<file path="src/rtl/mio_bus_bridge.sv">
// mio_bus_bridge: MMIO bridge from the core's MEM stage to data RAM, LED/SW, 7-seg and timer.
// Timer registers (CNT/IRQ) and int_out are built only when MIO_TIMER_EN is defined.
module mio_bus_bridge #(
    parameter int RAM_AW  = 14,
    parameter int RAM_LAT = 2,
    parameter int CNT_W   = 32
) (
    input  logic              clk,
    input  logic              reset,
    input  logic [31:0]       cpu_addr,
    input  logic [31:0]       cpu_wdata,
    input  logic              cpu_mem_w,
    input  logic              cpu_mem_r,
    input  logic [3:0]        cpu_wea,
    output logic [31:0]       cpu_rdata,
    output logic              mio_ready,
    output logic              int_out,
    output logic              ram_en,
    output logic [3:0]        ram_we,
    output logic [RAM_AW-1:0] ram_addr,
    output logic [31:0]       ram_wdata,
    input  logic [31:0]       ram_rdata,
    input  logic [15:0]       sw,
    output logic [15:0]       led,
    output logic [31:0]       seg_data
);
    typedef enum logic [1:0] {IDLE, RAM_WAIT, RESP} state_t;

    state_t            state_q;
    logic [2:0]        wait_q;
    logic [RAM_AW-1:0] raddr_q;
    logic [31:0]       rdata_q;
    logic              ready_q;
    logic [15:0]       led_q;
    logic [31:0]       seg_q;
    logic              wr, rd, hit_ram, hit_seg, hit_led;
    logic [31:0]       tmr_rd, per_rd;

    // A simultaneous read+write request is a write.
    assign wr      = state_q == IDLE && cpu_mem_w;
    assign rd      = state_q == IDLE && cpu_mem_r && !cpu_mem_w;
    assign hit_ram = cpu_addr[31:16] == 16'h0;
    assign hit_seg = cpu_addr == 32'hE000_0000;
    assign hit_led = cpu_addr == 32'hF000_0000;
    assign per_rd  = hit_led ? {led_q, sw} : hit_seg ? seg_q : tmr_rd;

    assign ram_en    = ((wr || rd) && hit_ram) || state_q == RAM_WAIT;
    assign ram_we    = wr && hit_ram ? cpu_wea : 4'b0;
    assign ram_addr  = state_q == IDLE ? cpu_addr[RAM_AW+1:2] : raddr_q;
    assign ram_wdata = cpu_wdata;
    assign cpu_rdata = rdata_q;
    assign mio_ready = ready_q;
    assign led       = led_q;
    assign seg_data  = seg_q;

    always_ff @(posedge clk) begin
        if (reset) begin
            state_q <= IDLE;
            wait_q  <= 3'd0;
            raddr_q <= '0;
            rdata_q <= 32'h0;
            ready_q <= 1'b1;
        end else begin
            case (state_q)
                IDLE: if (rd && hit_ram) begin
                    state_q <= RAM_WAIT;
                    wait_q  <= 3'd1;
                    raddr_q <= cpu_addr[RAM_AW+1:2];
                    ready_q <= 1'b0;
                end else if (rd) rdata_q <= per_rd;
                RAM_WAIT: if (wait_q == 3'(RAM_LAT)) begin
                    state_q <= RESP;
                    rdata_q <= ram_rdata;
                    ready_q <= 1'b1;
                end else wait_q <= wait_q + 3'd1;
                default: state_q <= IDLE;
            endcase
        end
    end

    always_ff @(posedge clk) begin
        if (reset) begin
            led_q <= 16'h0;
            seg_q <= 32'h0;
        end else if (wr) begin
            for (int i = 0; i < 2; i++) if (hit_led && cpu_wea[i]) led_q[8*i +: 8] <= cpu_wdata[8*i +: 8];
            for (int i = 0; i < 4; i++) if (hit_seg && cpu_wea[i]) seg_q[8*i +: 8] <= cpu_wdata[8*i +: 8];
        end
    end

`ifdef MIO_TIMER_EN
    logic [CNT_W-1:0] cnt_q, reload_q;
    logic             int_q, cnt_wr, irq_wr, expire;

    assign cnt_wr  = wr && cpu_addr == 32'hF000_0004;
    assign irq_wr  = wr && cpu_addr == 32'hF000_0008;
    // A load in the same cycle pre-empts the 1->0 step.
    assign expire  = !cnt_wr && cnt_q == CNT_W'(1);
    assign tmr_rd  = cpu_addr == 32'hF000_0004 ? 32'(cnt_q) :
                     cpu_addr == 32'hF000_0008 ? {31'b0, int_q} : 32'h0;
    assign int_out = int_q;

    always_ff @(posedge clk) begin
        if (reset) begin
            cnt_q    <= '0;
            reload_q <= '0;
            int_q    <= 1'b0;
        end else begin
            if (cnt_wr) begin
                cnt_q    <= cpu_wdata[CNT_W-1:0];
                reload_q <= cpu_wdata[CNT_W-1:0];
            end else if (expire) cnt_q <= reload_q;
            else if (cnt_q != '0) cnt_q <= cnt_q - CNT_W'(1);
            if (expire) int_q <= 1'b1;
            else if (irq_wr) int_q <= 1'b0;
        end
    end
`else
    assign tmr_rd  = 32'h0;
    assign int_out = 1'b0;
`endif
endmodule

</file>
<file path="config.mk">
export PLATFORM = sky130hd
export DESIGN_NAME = mio_bus_bridge
export DESIGN_NICKNAME = d
export VERILOG_FILES = /design/src/rtl/mio_bus_bridge.sv
export SDC_FILE = /design/constraint.sdc
export NUM_CORES = 1
export LEC_CHECK = 0
export ABC_AREA = 0
export ABC_CLOCK_PERIOD_IN_PS = 5790
export BUFFER_PORTS_ARGS = -buffer_cell sky130_fd_sc_hd__buf_2
export CORE_MARGIN = 5
export CORE_UTILIZATION = 49
export DETAILED_ROUTE_END_ITERATION = 10
export GPL_ROUTABILITY_DRIVEN = 0
export MAX_ROUTING_LAYER = met4
export PLACE_DENSITY = 0.83
export SLEW_MARGIN = 5
export SYNTH_ARGS = -nofsm -noshare
export SYNTH_HDL_FRONTEND = slang
export SYNTH_SLANG_ARGS = --single-unit
</file>
<file path="constraint.sdc">
create_clock -name clk -period 5.79 [get_ports clk]
set_input_delay 0.8685 -clock clk [delete_from_list [all_inputs] [get_ports clk]]
set_output_delay 0.8685 -clock clk [all_outputs]
set_load 0.01 [all_outputs]
</file>
# Word-level counts from Yosys, hierarchy flattened
# Index checks and enable logic that the tools add are counted.
op_classes:
  addsub: 1
  n_eq_ne: 9
  n_mux: 17
  reduce_logical: 29
op_table:
  columns: ["op", "count"]
  rows:
  - ["$mux 32", 5]
  - ["$eq 32x32->1 const B", 2]
  - ["$pmux 32 s2", 1]
  - ["$logic_not 16->1", 1]
  - ["$reduce_and 2->1", 8]
  - ["$mux 14", 1]
  - ["$logic_and 1x1->1", 12]
  - ["$mux 3", 2]
  - ["$ne 2x2->1 const B", 3]
  - ["$pmux 3 s2", 1]
  - ["$reduce_and 3->1", 2]
  - ["$mux 2", 2]
  - ["$mux 4", 1]
  - ["$ne 2x1->1 const B", 2]
  - ["$pmux 2 s2", 1]
  - ["$reduce_and 4->1", 1]
  - ["$add 3x1->3 const B", 1]
  - ["$eq 3x2->1 const B", 1]
  - ["$eq 2x1->1 const B", 1]
  - ["$logic_not 2->1", 1]
  - ["$logic_or 1x1->1", 2]
  - ["$mux 1", 2]
  - ["$pmux 1 s2", 1]
  - ["$reduce_bool 2->1", 1]
  - ["$logic_not 1->1", 1]
totals:
  regBits: 100
  inputBits: 120
  out_inout_bits: 133
  elab_cells: 67

# Depth between registers and ports, before layout
depth:
  depth_word: 6
  depth_mapped: 7
  mapped_depth_nobuf: 6

# Least setup slack after synthesis
# No wires, ideal clock.
synth_timing:
  path_kind: "input to output"
  startpoint: "input port cpu_addr[17]"
  endpoint: "output port ram_en"
  arrival_ns: 2.600
  required_ns: 4.922
  setup_slack_ns: 2.322
  stages: 6
  n_path_buf: 2
  cell_sequence: "or4_4 nor4_4 buf_2 buf_2 o21ai_1 a21oi_1"
synth_via:
  elab_chain_cells: 3
synth_lines:
  columns: ["item", "line_no", "rtl"]
  rows:
  - ["from (decl)", "10", "input logic [31:0] cpu_addr,"]
  - ["$logic_not 16->1", "42", "assign hit_ram = cpu_addr[31:16] == 16'h0;"]
  - ["$logic_and 1x1->1", "47", "assign ram_en = ((wr || rd) && hit_ram) || state_q == RAM_WAIT;"]
  - ["$logic_or 1x1->1", "47", null]
  - ["to (decl)", "18", "output logic ram_en,"]
# Every way passes these cells.

# Worst setup path after layout
layout_timing:
  startpoint: "input port cpu_addr[28]"
  endpoint: "output port ram_en"
# The elaborated chain is that of the path after synthesis.

==> summary.md <==
| Metric | Value |
|---|---|
| Status | `finished clean` |
| Final Cycle Share | `68.7%` |
| H-Tree Depth | `3` |
| Hold path cells | `2` |
| Total wire length | `19,300 µm` |
| All-Layer GR Usage | `27.5%` |
| Worst Path Max Fanout | `45` |
| Synth Cell Area | `0.00558 mm²` |
| Final core occ | `60.2%` |
| Initial Util | `49.5%` |
| Die area | `0.0136 mm²` |
| Hold_buf cts | `0` |
| Worst-Margin Slew | `1.26 ns` |
| CTS-repair resized insts | `0` |
| Setup_tns | `0 ns` |
| DR vias | `5,964` |
| Antenna violations before repair | `0` |
| Synth async-reset ratio | `0%` |
| Drt wl/cell | `20.5 µm` |
| Peak supply drop | `127 µV` |
| Cells after DPL | `927` |
| Worst R2R End | `wait_q[1]` |
| Fin nets | `917` |
| First-pass GRT wire length | `28,900 µm` |
| CTS Buffer Depth | `2` |
| Core ar. | `0.0113 mm²` |
| Hold WS | `0.468 ns` |
| Fin cells | `944` |
| Register area share after synthesis | `35.9%` |
| Startpoint types | `input port` |
| Top_reg_cell synth | `dfxtp_1` |
| Postcts setup bufs | `0` |
| TritonCTS clock tree | `yes` |
| Commonest cells in the netlist | `100 x dfxtp_1, 81 x nand4_1, 65 x a21oi_1` |
| EDFF count, synth | `0` |
| Clock Latency Late Sink | `0.34 ns` |
| Hold Path Class | `reg -> reg` |
| Average cell area after synthesis | `8.77 µm²` |
| Worst Path Required | `4.92 ns` |
| Synthesized instance count | `636` |
| Number of CTS-inserted buffers | `9` |
| Vias in the first global route | `5,407` |
| Post-detail-place hpwl | `13,600 µm` |
| Clk slew on worst S/H paths | `0.07 ns` |
| Max cap viols | `0` |
| Max Slew Vio Count | `0` |
| R2r setup slk | `3.00 ns` |
| Cells on worst reg2reg path | `4` |
| Die span in y | `117 µm` |
| Synth area leaders | `dfxtp_1 36%, a221oi_1 9.9%, nand4_1 9.1%` |
| Worst hold endpoint | `cpu_rdata[1]` |
| Library cells used by synthesis | `41` |
| Tot Pwr | `1.46 mW` |
| Port buffer count | `251` |
| R2R Path Start | `state_q[0]` |
| Die Width | `117 µm` |
| Share of the synthesized area in the top cell type | `35.9%` |
| FMAX | `251 MHz` |
| P_leak | `2.83 nW` |
| Initial drt markers | `888` |
| WP data arrival | `3.11 ns` |
| Hold_sp | `cpu_rdata[1]` |
| Critical path capture point type | `primary output` |
| Clock root buffer | `clkbuf_16` |
| First-pass detailed-route iteration total | `5` |
| CTS sink cnt | `100` |
| FP Rows | `39` |
| Residual DRC count | `0` |
| Yosys warns | `0` |
| Layout cells sized above 1 | `38.0%` |
| Syn_nets | `758` |
| Final Hold Viols | `0` |
| Power density cells | `215 mW/mm²` |
| Most frequent cell after synthesis | `dfxtp_1` |
| Final setup viols | `0` |
| Relative slew slack | `15.6%` |
| Crit Path Class | `in -> out` |
| Unrepaired setup endpoints after global routing | `no` |
| Final ANT Viol Nets | `0` |
| I/O Pins | `253` |
| Synth Register Bits | `100` |
| Vias/cell | `6.32` |
| Min Tclk post-route | `3.98 ns` |
| Synthesis-to-finish area growth | `21.6%` |
| Largest net degree at the start of global routing | `101` |
| Max Clock Skew | `0.0108 ns` |
| Global route overflow | `0` |
| Cell taking the most area after synthesis | `dfxtp_1` |
-- worst max path at each step --
stage	slack [ns]	from	cells after the start	end
5_1_grt	1.69	cpu_addr[28]	6	ram_en
4_1_cts	1.85	cpu_addr[28]	6	ram_en
6_report	1.81	cpu_addr[28]	6	ram_en
2_1_floorplan	2.32	cpu_addr[17]	6	ram_en
3_3_place_gp	1.83	cpu_addr[28]	6	ram_en
3_5_place_dp	1.86	cpu_addr[28]	5	cpu_rdata[25]
-- flip-flops by register name, summed over array words and instances, names as in the netlist --
signal and flops:
cpu_rdata 32, led 16, mio_ready 1, raddr_q 14
seg_data 32, state_q 2, wait_q 3
-- metal layers --
layer / global-route usage, % / up-vias / wire length, µm
met2: 40.2 / 297 / 8820
met4: 8.87 / 0 / 465
met1: 39.0 / 2863 / 8470
met5: - / - / 0
met3: 3.83 / 31 / 1580
li1: - / 2773 / -
-- final cells by class --
type | instances | area (µm²)
Clock inverter | 6 | 40.0
Fill cell | 1041 | 4490
Clock buffer | 10 | 229
Timing Repair Buffer | 258 | 1310
Antenna cell | 1 | 2.50
Inverter | 35 | 131
Sequential cell | 100 | 2000
Multi-Input combinational cell | 391 | 2890
Tap cell | 143 | 179
-- power breakdown --
| part | switching [mW] | internal (mW) | leakage (nW) |
|---|---|---|---|
| combinational | 0.107 | 0.0773 | 1.89 |
| clock | 0.272 | 0.292 | 0.133 |
| sequential | 0.00638 | 0.700 | 0.810 |
| total | 0.386 | 1.07 | 2.83 |
-- stage by stage --
stage	worst slack [ns]	cell area (µm²)
final	1.81	6780
after global routing	1.69	6780
after CTS	1.85	6780
after detailed placement	1.86	6510
after global placement	1.83	6510
after floorplan	2.32	5580
-- cells in the final DEF (no fill, tap or decap), drive strengths merged --
| master | n |
|---|---|
| a211o | 1 |
| diode | 1 |
| and2 | 2 |
| ha | 2 |
| a221oi | 63 |
| dfxtp | 100 |
| nor2b | 1 |
| nor4b | 2 |
| and3b | 5 |
| inv | 36 |
| or4 | 6 |
| mux2 | 46 |
| o21ai | 16 |
| buf | 258 |
| o211ai | 1 |
| nand4 | 81 |
| conb | 1 |
| a31oi | 1 |
| a211oi | 2 |
| and4 | 1 |
| and3 | 6 |
| a21oi | 65 |
| xor2 | 1 |
| clkinv | 4 |
| nor3 | 1 |
| nand2 | 3 |
| nor2 | 2 |
| nand2b | 2 |
| nand3b | 6 |
| clkinvlp | 1 |
| clkbuf | 10 |
| nor3b | 2 |
| a21o | 2 |
| nand3 | 17 |
| nor4 | 5 |
| o31ai | 48 |
-- critical path: stages --
cell and delay, ns:
buf_2 0.39, or4_1 0.66, nor4_4 0.72, o21ai_1 0.14
a21oi_1 0.18, buf_2 0.14
-- kinds of logic (layout without fill, tap and decap cells) --
kind of cell / count (synthesis) / count (layout) / share of synthesized area, %
buffers and inverters: 145 / 309 / 12.7
adder cells (fa/ha/maj): 2 / 2 / 0.448
other: 1 / 2 / 0.0672
multiplexers: 46 / 46 / 9.28
AO/OA/AOI/OAI: 199 / 199 / 24.6
flip-flops: 100 / 100 / 35.9
XOR/XNOR: 1 / 1 / 0.157
AND/OR/NAND/NOR: 142 / 142 / 16.9
Power figures use the tool's default switching activity.
